[src/rtl/spi_rescue_pkg.sv]
// SPI NOR power-loss rescue sequencer: shared state type, constants and
// helpers for frame sequencing and per-frame pad setup.
package spi_rescue_pkg;

    typedef enum logic [3:0] {
        IDLE, P1Q, P1D, P1E, P2, GAP, POLL_CMD, POLL_RD, DONE
    } st_e;

    localparam logic [7:0] FSR_CMD       = 8'h70;
    localparam int         FSR_READY_BIT = 7;
    localparam int         MASK_QUAD     = 2;
    localparam int         MASK_DUAL     = 1;
    localparam int         MASK_EXT      = 0;

    // Next frame after state s; masked part-1 frames are skipped outright.
    function automatic st_e next_frame(input st_e s, input logic [2:0] m);
        if (s == IDLE && m[MASK_QUAD])
            return P1Q;
        if ((s == IDLE || s == P1Q) && m[MASK_DUAL])
            return P1D;
        if (s != P1E && s != P2 && m[MASK_EXT])
            return P1E;
        if (s != P2)
            return P2;
`ifdef SPI_RESCUE_FSR_POLL_EN
        return POLL_CMD;
`else
        return DONE;
`endif
    endfunction

    function automatic logic [3:0] frame_oe(input st_e s);
        return (s == POLL_CMD) ? 4'b0001 : 4'hF;
    endfunction

    // Poll command presents its MSB before the first SCK rise.
    function automatic logic [3:0] frame_dq(input st_e s);
        return (s == POLL_CMD) ? {3'b000, FSR_CMD[7]} : 4'hF;
    endfunction

endpackage

[src/rtl/spi_rescue_sck_gen.sv]
// Mode-0 SCK divider for the rescue sequencer. Ports: clk_i/rst_i, en (run),
// clr (idle low, restart), cyc_clr (zero cycle count only); sck, rise/fall
// strobes (edge happens at the next clk edge), ncyc (completed SCK cycles).
module spi_rescue_sck_gen #(
    parameter int CLK_DIV = 2,
    parameter int CW      = 5
) (
    input  logic          clk_i,
    input  logic          rst_i,
    input  logic          en,
    input  logic          clr,
    input  logic          cyc_clr,
    output logic          sck,
    output logic          rise,
    output logic          fall,
    output logic [CW-1:0] ncyc
);
    localparam int DW = $clog2(CLK_DIV + 1);

    logic [DW-1:0] div;
    logic          tick;

    assign tick = en && (div == DW'(CLK_DIV - 1));
    assign rise = tick && !sck;
    assign fall = tick && sck;

    always_ff @(posedge clk_i or posedge rst_i) begin
        if (rst_i) begin
            div  <= '0;
            sck  <= 1'b0;
            ncyc <= '0;
        end else if (clr) begin
            div  <= '0;
            sck  <= 1'b0;
            ncyc <= '0;
        end else if (en) begin
            div <= tick ? '0 : div + 1'b1;
            if (tick)
                sck <= !sck;
            if (cyc_clr)
                ncyc <= '0;
            else if (fall)
                ncyc <= ncyc + 1'b1;
        end
    end

endmodule

[src/rtl/spi_flash_rescue_seq.sv]
// SPI NOR power-loss rescue sequencer: part-1 quad/dual/ext frames, part-2
// frame, optional FSR (0x70) poll when SPI_RESCUE_FSR_POLL_EN is defined.
// Ports: clk_i, rst_i, start_i, mask_i, abort_i; busy_o, done_o, error_o;
// SPI pads sck_o, cs_no, dq_o, dq_oe_o, dq_i; fsr_o last FSR read.
module spi_flash_rescue_seq
    import spi_rescue_pkg::*;
#(
    parameter int CLK_DIV   = 2,
    parameter int QUAD_CYC  = 7,
    parameter int DUAL_CYC  = 13,
    parameter int EXT_CYC   = 17,
    parameter int P2_CYC    = 8,
    parameter int GAP_CYC   = 4,
    parameter int MAX_POLLS = 16
) (
    input  logic       clk_i,
    input  logic       rst_i,
    input  logic       start_i,
    input  logic [2:0] mask_i,
    input  logic       abort_i,
    output logic       busy_o,
    output logic       done_o,
    output logic       error_o,
    output logic       sck_o,
    output logic       cs_no,
    output logic [3:0] dq_o,
    output logic [3:0] dq_oe_o,
    input  logic [3:0] dq_i,
    output logic [7:0] fsr_o
);
    localparam int M1 = (EXT_CYC > P2_CYC) ? EXT_CYC : P2_CYC;
    localparam int M2 = (M1 > 8) ? M1 : 8;
    localparam int M3 = (QUAD_CYC > M2) ? QUAD_CYC : M2;
    localparam int M4 = (DUAL_CYC > M3) ? DUAL_CYC : M3;
    localparam int CW = $clog2(M4 + 1);
    localparam int GW = $clog2(GAP_CYC + 1);

    st_e           state, nxt;
    logic [GW-1:0] gcnt;
    logic [2:0]    mask_q;
    logic [CW-1:0] ncyc, target;
    logic          rise, fall, fstate, fend, cyc_clr;

    assign fstate = (state == P1Q) || (state == P1D) || (state == P1E) ||
                    (state == P2) || (state == POLL_CMD) || (state == POLL_RD);
    // A frame ends on the would-be rise after its last SCK cycle.
    assign fend    = fstate && rise && (ncyc == target);
    // Command and read halves share one SCK burst; only the count restarts.
    assign cyc_clr = (state == POLL_CMD) && fall && (ncyc == CW'(7));

    always_comb begin
        target = CW'(8);
        unique case (state)
            P1Q:     target = CW'(QUAD_CYC);
            P1D:     target = CW'(DUAL_CYC);
            P1E:     target = CW'(EXT_CYC);
            P2:      target = CW'(P2_CYC);
            default: ;
        endcase
    end

    spi_rescue_sck_gen #(.CLK_DIV(CLK_DIV), .CW(CW)) u_sck (
        .clk_i   (clk_i),
        .rst_i   (rst_i),
        .en      (fstate),
        .clr     (!fstate || fend || abort_i),
        .cyc_clr (cyc_clr),
        .sck     (sck_o),
        .rise    (rise),
        .fall    (fall),
        .ncyc    (ncyc)
    );

`ifdef SPI_RESCUE_FSR_POLL_EN
    localparam int PW = $clog2(MAX_POLLS + 1);
    logic [7:0]    sh, rd;
    logic [PW-1:0] npoll;
    logic          unused_dq;
    assign unused_dq = ^{dq_i[3:2], dq_i[0]};
`else
    logic unused_cfg;
    assign unused_cfg = ^dq_i ^ (MAX_POLLS > 0);
    assign error_o    = 1'b0;
    assign fsr_o      = 8'h00;
`endif

    always_ff @(posedge clk_i or posedge rst_i) begin
        if (rst_i) begin
            state   <= IDLE;
            nxt     <= IDLE;
            gcnt    <= '0;
            mask_q  <= '0;
            busy_o  <= 1'b0;
            done_o  <= 1'b0;
            cs_no   <= 1'b1;
            dq_o    <= '0;
            dq_oe_o <= '0;
`ifdef SPI_RESCUE_FSR_POLL_EN
            error_o <= 1'b0;
            fsr_o   <= '0;
            sh      <= '0;
            rd      <= '0;
            npoll   <= '0;
`endif
        end else begin
            done_o <= 1'b0;
            if (abort_i) begin
                state   <= IDLE;
                busy_o  <= 1'b0;
                cs_no   <= 1'b1;
                dq_o    <= '0;
                dq_oe_o <= '0;
            end else begin
                unique case (state)
                    IDLE: if (start_i) begin
                        mask_q  <= mask_i;
                        busy_o  <= 1'b1;
                        state   <= next_frame(IDLE, mask_i);
                        cs_no   <= 1'b0;
                        dq_oe_o <= 4'hF;
                        dq_o    <= 4'hF;
`ifdef SPI_RESCUE_FSR_POLL_EN
                        error_o <= 1'b0;
                        npoll   <= '0;
`endif
                    end
                    P1Q, P1D, P1E, P2: if (fend) begin
                        state   <= GAP;
                        nxt     <= next_frame(state, mask_q);
                        gcnt    <= '0;
                        cs_no   <= 1'b1;
                        dq_o    <= '0;
                        dq_oe_o <= '0;
                    end
                    GAP: if (gcnt == GW'(GAP_CYC - 1)) begin
                        if (nxt == DONE) begin
                            state <= DONE;
                        end else begin
                            state   <= nxt;
                            cs_no   <= 1'b0;
                            dq_oe_o <= frame_oe(nxt);
                            dq_o    <= frame_dq(nxt);
`ifdef SPI_RESCUE_FSR_POLL_EN
                            sh <= {FSR_CMD[6:0], 1'b0};
                            rd <= '0;
`endif
                        end
                    end else begin
                        gcnt <= gcnt + 1'b1;
                    end
`ifdef SPI_RESCUE_FSR_POLL_EN
                    POLL_CMD: if (fall) begin
                        dq_o <= {3'b000, sh[7]};
                        sh   <= {sh[6:0], 1'b0};
                        if (ncyc == CW'(7)) begin
                            state   <= POLL_RD;
                            dq_oe_o <= '0;
                            dq_o    <= '0;
                        end
                    end
                    POLL_RD: if (fend) begin
                        fsr_o <= rd;
                        cs_no <= 1'b1;
                        npoll <= npoll + 1'b1;
                        if (rd[FSR_READY_BIT]) begin
                            state <= GAP;
                            nxt   <= DONE;
                            gcnt  <= '0;
                        end else if (npoll == PW'(MAX_POLLS - 1)) begin
                            state   <= IDLE;
                            busy_o  <= 1'b0;
                            error_o <= 1'b1;
                        end else begin
                            state <= GAP;
                            nxt   <= POLL_CMD;
                            gcnt  <= '0;
                        end
                    end else if (rise) begin
                        rd <= {rd[6:0], dq_i[1]};
                    end
`endif
                    DONE: begin
                        state  <= IDLE;
                        busy_o <= 1'b0;
                        done_o <= 1'b1;
                    end
                    default: state <= IDLE;
                endcase
            end
        end
    end

endmodule

[config.mk]
export PLATFORM = sky130hd
export DESIGN_NAME = spi_flash_rescue_seq
export DESIGN_NICKNAME = d
export VERILOG_FILES = /design/src/rtl/spi_rescue_pkg.sv /design/src/rtl/spi_rescue_sck_gen.sv /design/src/rtl/spi_flash_rescue_seq.sv
export SDC_FILE = /design/constraint.sdc
export NUM_CORES = 1
export LEC_CHECK = 0
export CAP_MARGIN = 20
export CORE_AREA = 2 2 67 69
export DETAILED_ROUTE_END_ITERATION = 10
export DIE_AREA = 0 0 69 71
export PLACE_DENSITY_LB_ADDON = 0.25
export SLEW_MARGIN = 40
export SYNTH_ARGS = -nofsm -noshare
export SYNTH_HDL_FRONTEND = slang
export SYNTH_SLANG_ARGS = --single-unit
export TNS_END_PERCENT = 30
[constraint.sdc]
create_clock -name clk_i -period 2.4 [get_ports clk_i]
set_clock_uncertainty 0.05 [all_clocks]
set_input_delay 0.48 -clock clk_i [delete_from_list [all_inputs] [get_ports clk_i]]
set_output_delay 0.48 -clock clk_i [all_outputs]
set_load 0.03 [all_outputs]
==> impl_metrics.ini <==
[final_layout]
fillers = 394
seq_area_um2 = 677
multi_input_area_um2 = 945
drive_gt1_share_pct = 18.9
antenna-diode-count = 0
syn_to_final_growth_pct = 10.3
final_nets = 216

[routing]
drt_iter0_drc = 56
wl_per_cell_um = 14.6
wl_um = 3700
viasPerCell = 5.36
drtAntennaViolNets = 0
drcViolationCount = 0
vias = 1355
dr.pass1.iters = 6

[cts]
clock-sinks = 27
clk_pin_slew_worst_paths_ns = 0.09
cts_root_buf = clkbuf_8
cts_buffers = 3
cts_buffer_depth = 2
clk_latency_ns = 0.27
cts_setup_buffers = 0
htreeDepth = 1
cts_resized = 0
cts_tree = built
ctsHoldBuffers = 0

[yosys]
ys.flop_type = dfrtp_1
synth_cell_types = 57
synth_edf_count = 0
synth_warnings = 0
syn_inst = 186
synth-seq-cells = 27
syn-mean-instance-area_um2 = 9.85
synthesis.area_um2 = 1830
synth-seq-area-share_pct = 36.9
ys_async_sr_fraction_pct = 100

[worst_setup_path]
required_ns = 2.55
worstPathMaxFanout = 8
timing.rr.end = cs_no$_DFFE_PP1P_
crit_arrival_ns = 2.40
crit_type = flop to flop
crit_slowest_cell = dfrtp_1
ff2ff_path_depth = 6
regToRegStartpoint = state[0]$_DFFE_PP0P_
critPathMaxStageDelay_ns = 0.50
cp-end-kind = flop
rrSetupSlack_ns = 0.15
crit_chain = buf_4 > or2_1 > or3_4 > a31o_2 > nand2b_1 > a211o_1
cp-start-kind = flop

[power]
ir_worst_vdd_mv = 0.496
p_leak_uw = 0.000846
p_total_uw = 2270
powerDensity_nw_per_um2 = 1120

[sta]
slew_headroom_pct = 62.0
min_period_ns = 2.25
setup_ws_ns = 0.150
hold_viol_final = 0
setup_violations = 0
rsz0062_at_grt = false
final_max_slew_viol_count = 0
fmax_mhz = 444
finalCritPeriodShare_pct = 93.8
tns_ns = 0
worst_slew_pin_slew_ns = 0.570

[min_path]
whs_path_depth = 1
hp-start = u_sck.div[0]$_DFFE_PP0P_
hp-class = flop to flop
min_to = u_sck.div[0]$_DFFE_PP0P_

[global_route]
grt_pass1_vias = 1363
grt_start_max_net_pins = 15
grt_overflow = 0
grt_pass1_wl_um = 6420
grt_use_total_pct = 16.4
antenna_found_initial = 0

[floorplanning]
die-height_um = 71
die_area_um2 = 4900
coreArea_um2 = 4200
std_cell_rows = 24
io_pins = 32
initial_core_util_pct = 43.6
die_w_um = 69

[run_status]
status = finished, final reports clean

[job]
max-cap-violations = 0

[place]
dpl.hpwl_um = 2860
port_buffers = 18
pre_cts_slack_ns = 0.183
gp_congestion = 0.833
==> how the worst max path moves through the flow <==
stage / start / to / slack [ns] / depth (start not counted)
after floorplan: state[0]$_DFFE_PP0P_ / nxt[0]$_DFFE_PP0P_ / 0.43 / 7
after global placement: state[0]$_DFFE_PP0P_ / u_sck.div[1]$_DFFE_PP0P_ / 0.19 / 6
after detailed placement: state[0]$_DFFE_PP0P_ / u_sck.div[1]$_DFFE_PP0P_ / 0.18 / 6
after CTS: state[0]$_DFFE_PP0P_ / u_sck.div[1]$_DFFE_PP0P_ / 0.14 / 6
after global routing: state[0]$_DFFE_PP0P_ / u_sck.div[1]$_DFFE_PP0P_ / 0.002 / 6
final: state[0]$_DFFE_PP0P_ / cs_no$_DFFE_PP1P_ / 0.15 / 6
==> stage by stage <==
stage	std cells	hold slack [ns]	utilization, %	instance area, um2
4_1_cts	253	0.472	48.1	2020
3_5_place_dp	249	0.457	47.0	1980
6_report	253	0.468	48.1	2020
3_3_place_gp	249	0.448	47.0	1980
5_1_grt	253	0.490	48.1	2020
2_1_floorplan	194	0.430	-	1860
==> kinds of logic (layout without fill, tap and decap cells) <==
| family | Yosys count | count (layout) | synth area share [%] |
|---|---|---|---|
| AOI/OAI and AO/OA | 34 | 34 | 14.5 |
| xor gates and xnor gates | 6 | 6 | 3.28 |
| adders and majority gates | 3 | 3 | 2.05 |
| muxes | 10 | 10 | 6.55 |
| DFF | 27 | 27 | 36.9 |
| other | 1 | 9 | 0.205 |
| buffers and inverters | 32 | 39 | 13.2 |
| and+or+nand+nor | 73 | 73 | 23.3 |
==> registers in the layout, indices dropped and copies added (netlist names) <==
signal and count:
busy_o 1, cs_no 1, done_o 1, dq_o 1, dq_oe_o 1, gcnt 3, mask_q 3, nxt 4
state 4, u_sck.div 2, u_sck.ncyc 5, u_sck.sck 1
==> power by group <==
| group | leakage (uW) | internal, uW | switching [uW] |
|---|---|---|---|
| Clock | 0.0000228 | 119 | 138 |
| Combinational | 0.000469 | 556 | 732 |
| Sequential | 0.000354 | 580 | 145 |
| Total | 0.000846 | 1260 | 1020 |
==> placed cells by master, fill, tap and decap left out, drive strengths merged, types with 4 or more instances in the layout <==
cell type,synthesis,layout
a21oi,10,10
buf,20,9
clkbuf,4,4
clkdlybuf4s50,0,18
conb,1,9
dfrtp,26,26
inv,8,8
mux2,7,7
nand2,15,15
nor2,24,24
nor3,8,8
nor3b,4,4
o21ai,7,7
==> cells in the mapped netlist, drive strengths merged (4+ instances only) <==
master / instances / share of area (%)
dfrtp: 26 / 35
nor2: 24 / 4.9
buf: 20 / 9.6
nand2: 15 / 3.2
a21oi: 10 / 2.9
inv: 8 / 1.6
nor3: 8 / 4.0
mux2: 7 / 4.9
o21ai: 7 / 1.9
clkbuf: 4 / 1.9
nor3b: 4 / 1.9
==> worst max-delay path, delay by kind of cell, from the launching register on <==
family                 cells  cell delay, ns
AO/OA/AOI/OAI              2            0.58
buffers and inverters      1            0.22
flip-flops                 1            0.50
AND/OR/NAND/NOR            3            0.83
==> layout make-up <==
cell class / count / share of cell area (%)
multi-input cells: 135 / 46.7
repair buffers: 27 / 12.9
flip-flops and latches: 27 / 33.5
well taps: 52 / 3.22
inverters: 8 / 1.49
clock buffers: 4 / 2.23
==> per-layer routing <==
layer  vias up  global-route usage (%)  wire length [um]
met2        26                    27.0              1740
li1        663                       -                 -
met3         4                    2.85               137
met1       662                    22.1              1770
met4         0                    5.23                48
met5         -                       0                 0
Power figures use the tool's default switching activity.
